## src/rtl/uart_rx_fifo.sv

```systemverilog
// 8N1 UART receiver: 2-flop synchroniser, mid-bit sampling FSM, receive queue.
// Define UART_RX_FIFO_EN for a 2^AW-deep FIFO; otherwise a single holding register.
module uart_rx_fifo #(
    parameter int DIVW = 16,
    parameter int AW   = 4
) (
    input  logic            clk,
    input  logic            reset,
    input  logic            rxd,
    input  logic [DIVW-1:0] divider,
    input  logic            rd,
    input  logic            clr,
    output logic [7:0]      dout,
    output logic            dv,
    output logic            ferr,
    output logic            ovf,
    output logic            busy
);
    typedef enum logic [2:0] {
        S_IDLE, S_START, S_DATA, S_STOP, S_BRK
    } state_t;

    state_t          state_q, state_d;
    logic            rx1_q, rx_s_q;
    logic [DIVW-1:0] bcnt_q, bcnt_d;
    logic [2:0]      bidx_q, bidx_d;
    logic [7:0]      sh_q, sh_d;
    logic            ferr_q, ovf_q;
    logic            push, ferr_set, full, do_pop, do_push;
    logic            bzero;

    assign bzero = (bcnt_q == '0);
    assign busy  = (state_q != S_IDLE);

    always_ff @(posedge clk) begin
        if (reset) begin
            rx1_q   <= 1'b1;
            rx_s_q  <= 1'b1;
            state_q <= S_IDLE;
            bcnt_q  <= '0;
            bidx_q  <= '0;
            sh_q    <= '0;
        end else begin
            rx1_q   <= rxd;
            rx_s_q  <= rx1_q;
            state_q <= state_d;
            bcnt_q  <= bcnt_d;
            bidx_q  <= bidx_d;
            sh_q    <= sh_d;
        end
    end

    always_comb begin
        state_d  = state_q;
        bcnt_d   = bcnt_q;
        bidx_d   = bidx_q;
        sh_d     = sh_q;
        push     = 1'b0;
        ferr_set = 1'b0;
        unique case (state_q)
            S_IDLE: begin
                if (!rx_s_q) begin
                    bcnt_d  = divider >> 1;
                    state_d = S_START;
                end
            end
            S_START: begin
                if (!bzero) begin
                    bcnt_d = bcnt_q - DIVW'(1);
                end else if (rx_s_q) begin
                    state_d = S_IDLE;
                end else begin
                    bcnt_d  = divider - DIVW'(1);
                    bidx_d  = 3'd0;
                    state_d = S_DATA;
                end
            end
            S_DATA: begin
                if (!bzero) begin
                    bcnt_d = bcnt_q - DIVW'(1);
                end else begin
                    sh_d   = {rx_s_q, sh_q[7:1]};
                    bcnt_d = divider - DIVW'(1);
                    bidx_d = bidx_q + 3'd1;
                    if (bidx_q == 3'd7) state_d = S_STOP;
                end
            end
            S_STOP: begin
                if (!bzero) begin
                    bcnt_d = bcnt_q - DIVW'(1);
                end else if (rx_s_q) begin
                    push    = 1'b1;
                    state_d = S_IDLE;
                end else begin
                    ferr_set = 1'b1;
                    state_d  = S_BRK;
                end
            end
            S_BRK: begin
                if (rx_s_q) state_d = S_IDLE;
            end
            default: state_d = S_IDLE;
        endcase
    end

    // A pop in the same cycle frees the slot the push needs.
    assign do_pop  = rd && dv;
    assign do_push = push && (!full || do_pop);

`ifdef UART_RX_FIFO_EN
    localparam int DEPTH = 1 << AW;
    logic [7:0]  mem_q [DEPTH];
    logic [AW-1:0] wptr_q, rptr_q;
    logic [AW:0]   cnt_q;

    assign full = (cnt_q == (AW+1)'(DEPTH));
    assign dv   = (cnt_q != '0);
    assign dout = dv ? mem_q[rptr_q] : 8'h00;

    always_ff @(posedge clk) begin
        if (do_push) mem_q[wptr_q] <= sh_q;
    end

    always_ff @(posedge clk) begin
        if (reset) begin
            wptr_q <= '0;
            rptr_q <= '0;
            cnt_q  <= '0;
        end else begin
            if (do_push) wptr_q <= wptr_q + AW'(1);
            if (do_pop)  rptr_q <= rptr_q + AW'(1);
            if (do_push && !do_pop)      cnt_q <= cnt_q + (AW+1)'(1);
            else if (do_pop && !do_push) cnt_q <= cnt_q - (AW+1)'(1);
        end
    end
`else
    logic [7:0]  hold_q;
    logic        full_q;
    logic [AW:0] unused_aw;

    assign unused_aw = '0;
    assign full = full_q;
    assign dv   = full_q;
    assign dout = full_q ? hold_q : 8'h00;

    always_ff @(posedge clk) begin
        if (reset) begin
            hold_q <= '0;
            full_q <= 1'b0;
        end else if (do_push) begin
            hold_q <= sh_q;
            full_q <= 1'b1;
        end else if (do_pop) begin
            full_q <= 1'b0;
        end
    end
`endif

    always_ff @(posedge clk) begin
        if (reset) begin
            ferr_q <= 1'b0;
            ovf_q  <= 1'b0;
        end else begin
            ferr_q <= (ferr_q && !clr) || ferr_set;
            ovf_q  <= (ovf_q && !clr) || (push && !do_push);
        end
    end

    assign ferr = ferr_q;
    assign ovf  = ovf_q;
endmodule
```

## config.mk

```make
export PLATFORM = sky130hd
export DESIGN_NAME = uart_rx_fifo
export DESIGN_NICKNAME = d
export VERILOG_FILES = /design/src/rtl/uart_rx_fifo.sv
export SDC_FILE = /design/constraint.sdc
export NUM_CORES = 1
export LEC_CHECK = 0
export ABC_AREA = 1
export BUFFER_PORTS_ARGS = -buffer_cell sky130_fd_sc_hd__buf_2
export CAP_MARGIN = 10
export CORE_UTILIZATION = 50
export CTS_BUF_LIST = sky130_fd_sc_hd__clkbuf_8
export DETAILED_ROUTE_END_ITERATION = 6
export GPL_ROUTABILITY_DRIVEN = 0
export PLACE_DENSITY = 0.78
export SETUP_SLACK_MARGIN = 0.02
export SKIP_LAST_GASP = 1
export SLEW_MARGIN = 10
export SYNTH_ARGS = -nofsm -noshare
export SYNTH_HDL_FRONTEND = slang
export SYNTH_SLANG_ARGS = --single-unit
```

## constraint.sdc

```tcl
create_clock -name clk -period 2.62 [get_ports clk]
set_clock_uncertainty 0.2 [all_clocks]
set_input_delay 0.393 -clock clk [delete_from_list [all_inputs] [get_ports clk]]
set_output_delay 0.393 -clock clk [all_outputs]
set_load 0.01 [all_outputs]
```

==> reports/qor.yml <==
outcome:
  status: "completed"
die:
  die_width_um: 79.4
  fp-row-count: 27
  start_util_pct: 53.0
  pin_count: 33
  die_h_um: 79.4
  core_um2: 5640
  die-area_um2: 6300
layout:
  n_antenna_cell: 0
  nFillCells: 529
  drive_gt1_share_pct: 15.5
  final_common_cell: "nand2_1"
  final_nets: 541
  mostFrequentLayoutCells: "116 x nand2_1, 89 x nor2_1, 45 x inv_1"
  area_growth_pct: 10.2
placement:
  post-place-ws_ns: 0.444
  dpl.hpwl_mm: 5.91
  io_buffers: 32
routing:
  vias: 3166
  vias_per_cell: 5.38
  drtAntennaViolNets: 0
  wl_mm: 7.74
  first_pass_iters: 6
  drcViolationCount: 0
  drt-initial-drc-count: 322
  post_drt_wl_per_cell_um: 13.2
cts:
  clkSlewWorstSetupHoldPaths_ns: 0.09
  cts_buffer_depth: 2
  cts_tree: "done"
  cts_buffers: 5
  cts-htree-levels: 2
  post_cts_resized: 0
  cts-root-buf: "clkbuf_8"
  clk_latency_ns: 0.30
  postCtsHoldBufs: 0
  post-cts-setup-buffers: 0
  cts.sinks: 43
global_route:
  grt_pass1_vias: 2717
  antenna_found_initial: 0
  grt_use_total_pct: 26.1
  grt_overflow_total: 0
  grt_max_degree: 20
  grt_pass1_wl_mm: 12.9
yosys:
  ys_warn_count: 0
  synthFlopType: "dfxtp_1"
  async_flop_share_pct: 0
  synth_top_family_by_area: "simple AND/OR/NAND/NOR gates"
  synth-compound-area-share_pct: 14.4
  yosysUniqueCellTypes: 34
  synth-edff-count: 0
  syn-instance-count: 484
  synth_nets: 510
  yosys-mux-area-fraction_pct: 0
  synth_xor_area_share_pct: 4.97
  synth.avg_cell_area_um2: 6.18
  synth_seq_cells: 43
  synth_adder_area_share_pct: 2.09
  syn_area_um2: 2990
  ys_seq_area_share_pct: 28.8
  yosys.area_share.simple_pct: 40.4
timing:
  setup_ws_ns: 0.428
  rsz0062_at_grt: "no"
  final_max_slew_viol_count: 0
  post-route-period-util_pct: 83.7
  worst_pin_slew_ns: 0.509
  setup_tns_ns: 0
  fmax_mhz: 456
  setup_viol: 0
  timing.final.crit_period_ns: 2.19
  worst_hold_slack_ns: 0.0736
  timing.final.hold_violations: 0
  slew_headroom_pct: 66.0
worst_setup_path:
  start_kind: "register"
  critical_path_class: "reg2reg"
  crit_path_max_fanout: 19
  cp-end-kind: "register"
  required_ns: 2.62
  cp_data_arrival_time_ns: 2.19
pwr:
  p_leak_nw: 1.62
  powerDensity_nw_per_um2: 1130
  seq_power_share_pct: 25.4
  clkPwrFrac_pct: 11.9
  combPwrFrac_pct: 62.7
  swShare_pct: 53.9
  internal-power_mw: 1.72
  max-vdd-ir-drop_mv: 0.550
  p_switching_mw: 2.01
job:
  cap_violations: 0
hold_path:
  hold_class: "in2reg"
==> state kept, by name (all words and copies together) (netlist names) <==
name	flops
state_q	3
dv	1
ferr	1
hold_q	8
rx_s_q	1
rx1_q	1
bidx_q	3
ovf	1
sh_q	8
bcnt_q	16
==> path summary, 6_finish.rpt <==
kind                             endpoint       from  cells past startpoint  slack, ns
worst min register to register     rx_s_q      rx1_q                      1       0.22
worst min-delay path                rx1_q        rxd                      2       0.07
worst max register to register  bcnt_q[9]  bcnt_q[0]                     11       0.43
worst max-delay path            bcnt_q[9]  bcnt_q[0]                     11       0.43
==> kinds of logic after synthesis <==
family	Yosys count
simple gates	270
fa+ha+maj	5
compound gates	80
flops	43
xor+xnor	17
buf+inv	69
==> Yosys cell counts (4+ instances only) <==
cell type / n / share of area (%)
o21ai_0: 22 / 3.7
inv_1: 45 / 5.6
nor2_2: 8 / 1.7
xnor2_1: 5 / 1.5
xor2_1: 12 / 3.5
nand3_1: 37 / 6.2
ha_1: 5 / 2.1
a21oi_1: 23 / 3.8
o21ai_1: 21 / 3.5
dfxtp_1: 43 / 29
inv_2: 12 / 1.5
a31oi_1: 5 / 1.0
nand2_1: 116 / 15
buf_2: 4 / 0.67
nor2_1: 89 / 11
clkbuf_1: 5 / 0.63
==> power by group through the flow <==
stage | sequential [mW] | combinational [mW] | clock (mW)
after floorplan | 0.915 | 1.85 | 0
after global placement | 0.951 | 2.24 | 0
after detailed placement | 0.951 | 2.27 | 0
after CTS | 0.938 | 2.29 | 0.451
after global routing | 0.960 | 2.61 | 0.483
final | 0.947 | 2.34 | 0.444
==> through the flow <==
step	power, mW	cells	instance area (um^2)	util [%]
after floorplan	2.76	484	2990	-
after global placement	3.19	580	3200	56.8
after detailed placement	3.22	580	3200	56.8
after CTS	3.68	588	3300	58.4
after global routing	4.05	588	3300	58.4
final	3.73	588	3300	58.4
==> routing by layer <==
layer	track usage (%)	part of all wire, %	routed length, um	up-vias
met5	0	0	0	-
met4	9.09	1.7	130	0
met3	5.17	6.9	531	11
met2	39.1	44	3370	125
met1	37.0	48	3710	1430
li1	-	-	-	1600
==> final cells by class <==
type / instances / area, um^2 / share of cell area (%)
inverters: 58 / 220 / 6.68
multi-input cells: 372 / 1850 / 56.1
repair buffers: 35 / 183 / 5.54
clock buffers: 5 / 68.8 / 2.09
clock inverters: 3 / 23.8 / 0.721
well taps: 72 / 90.1 / 2.73
flip-flops and latches: 43 / 861 / 26.1
==> critical path, stage by stage (launching register included) <==
cell and delay (ns):
dfxtp_1 0.34, inv_1 0.12, ha_1 0.20, nand2_1 0.08, nor2_2 0.15, nand3_4 0.11
nor2_8 0.28, nand2_4 0.13, nand2_4 0.16, inv_4 0.11, o21ai_0 0.16, a21oi_1 0.06
Note: power is estimated with default switching activity, not from simulation.
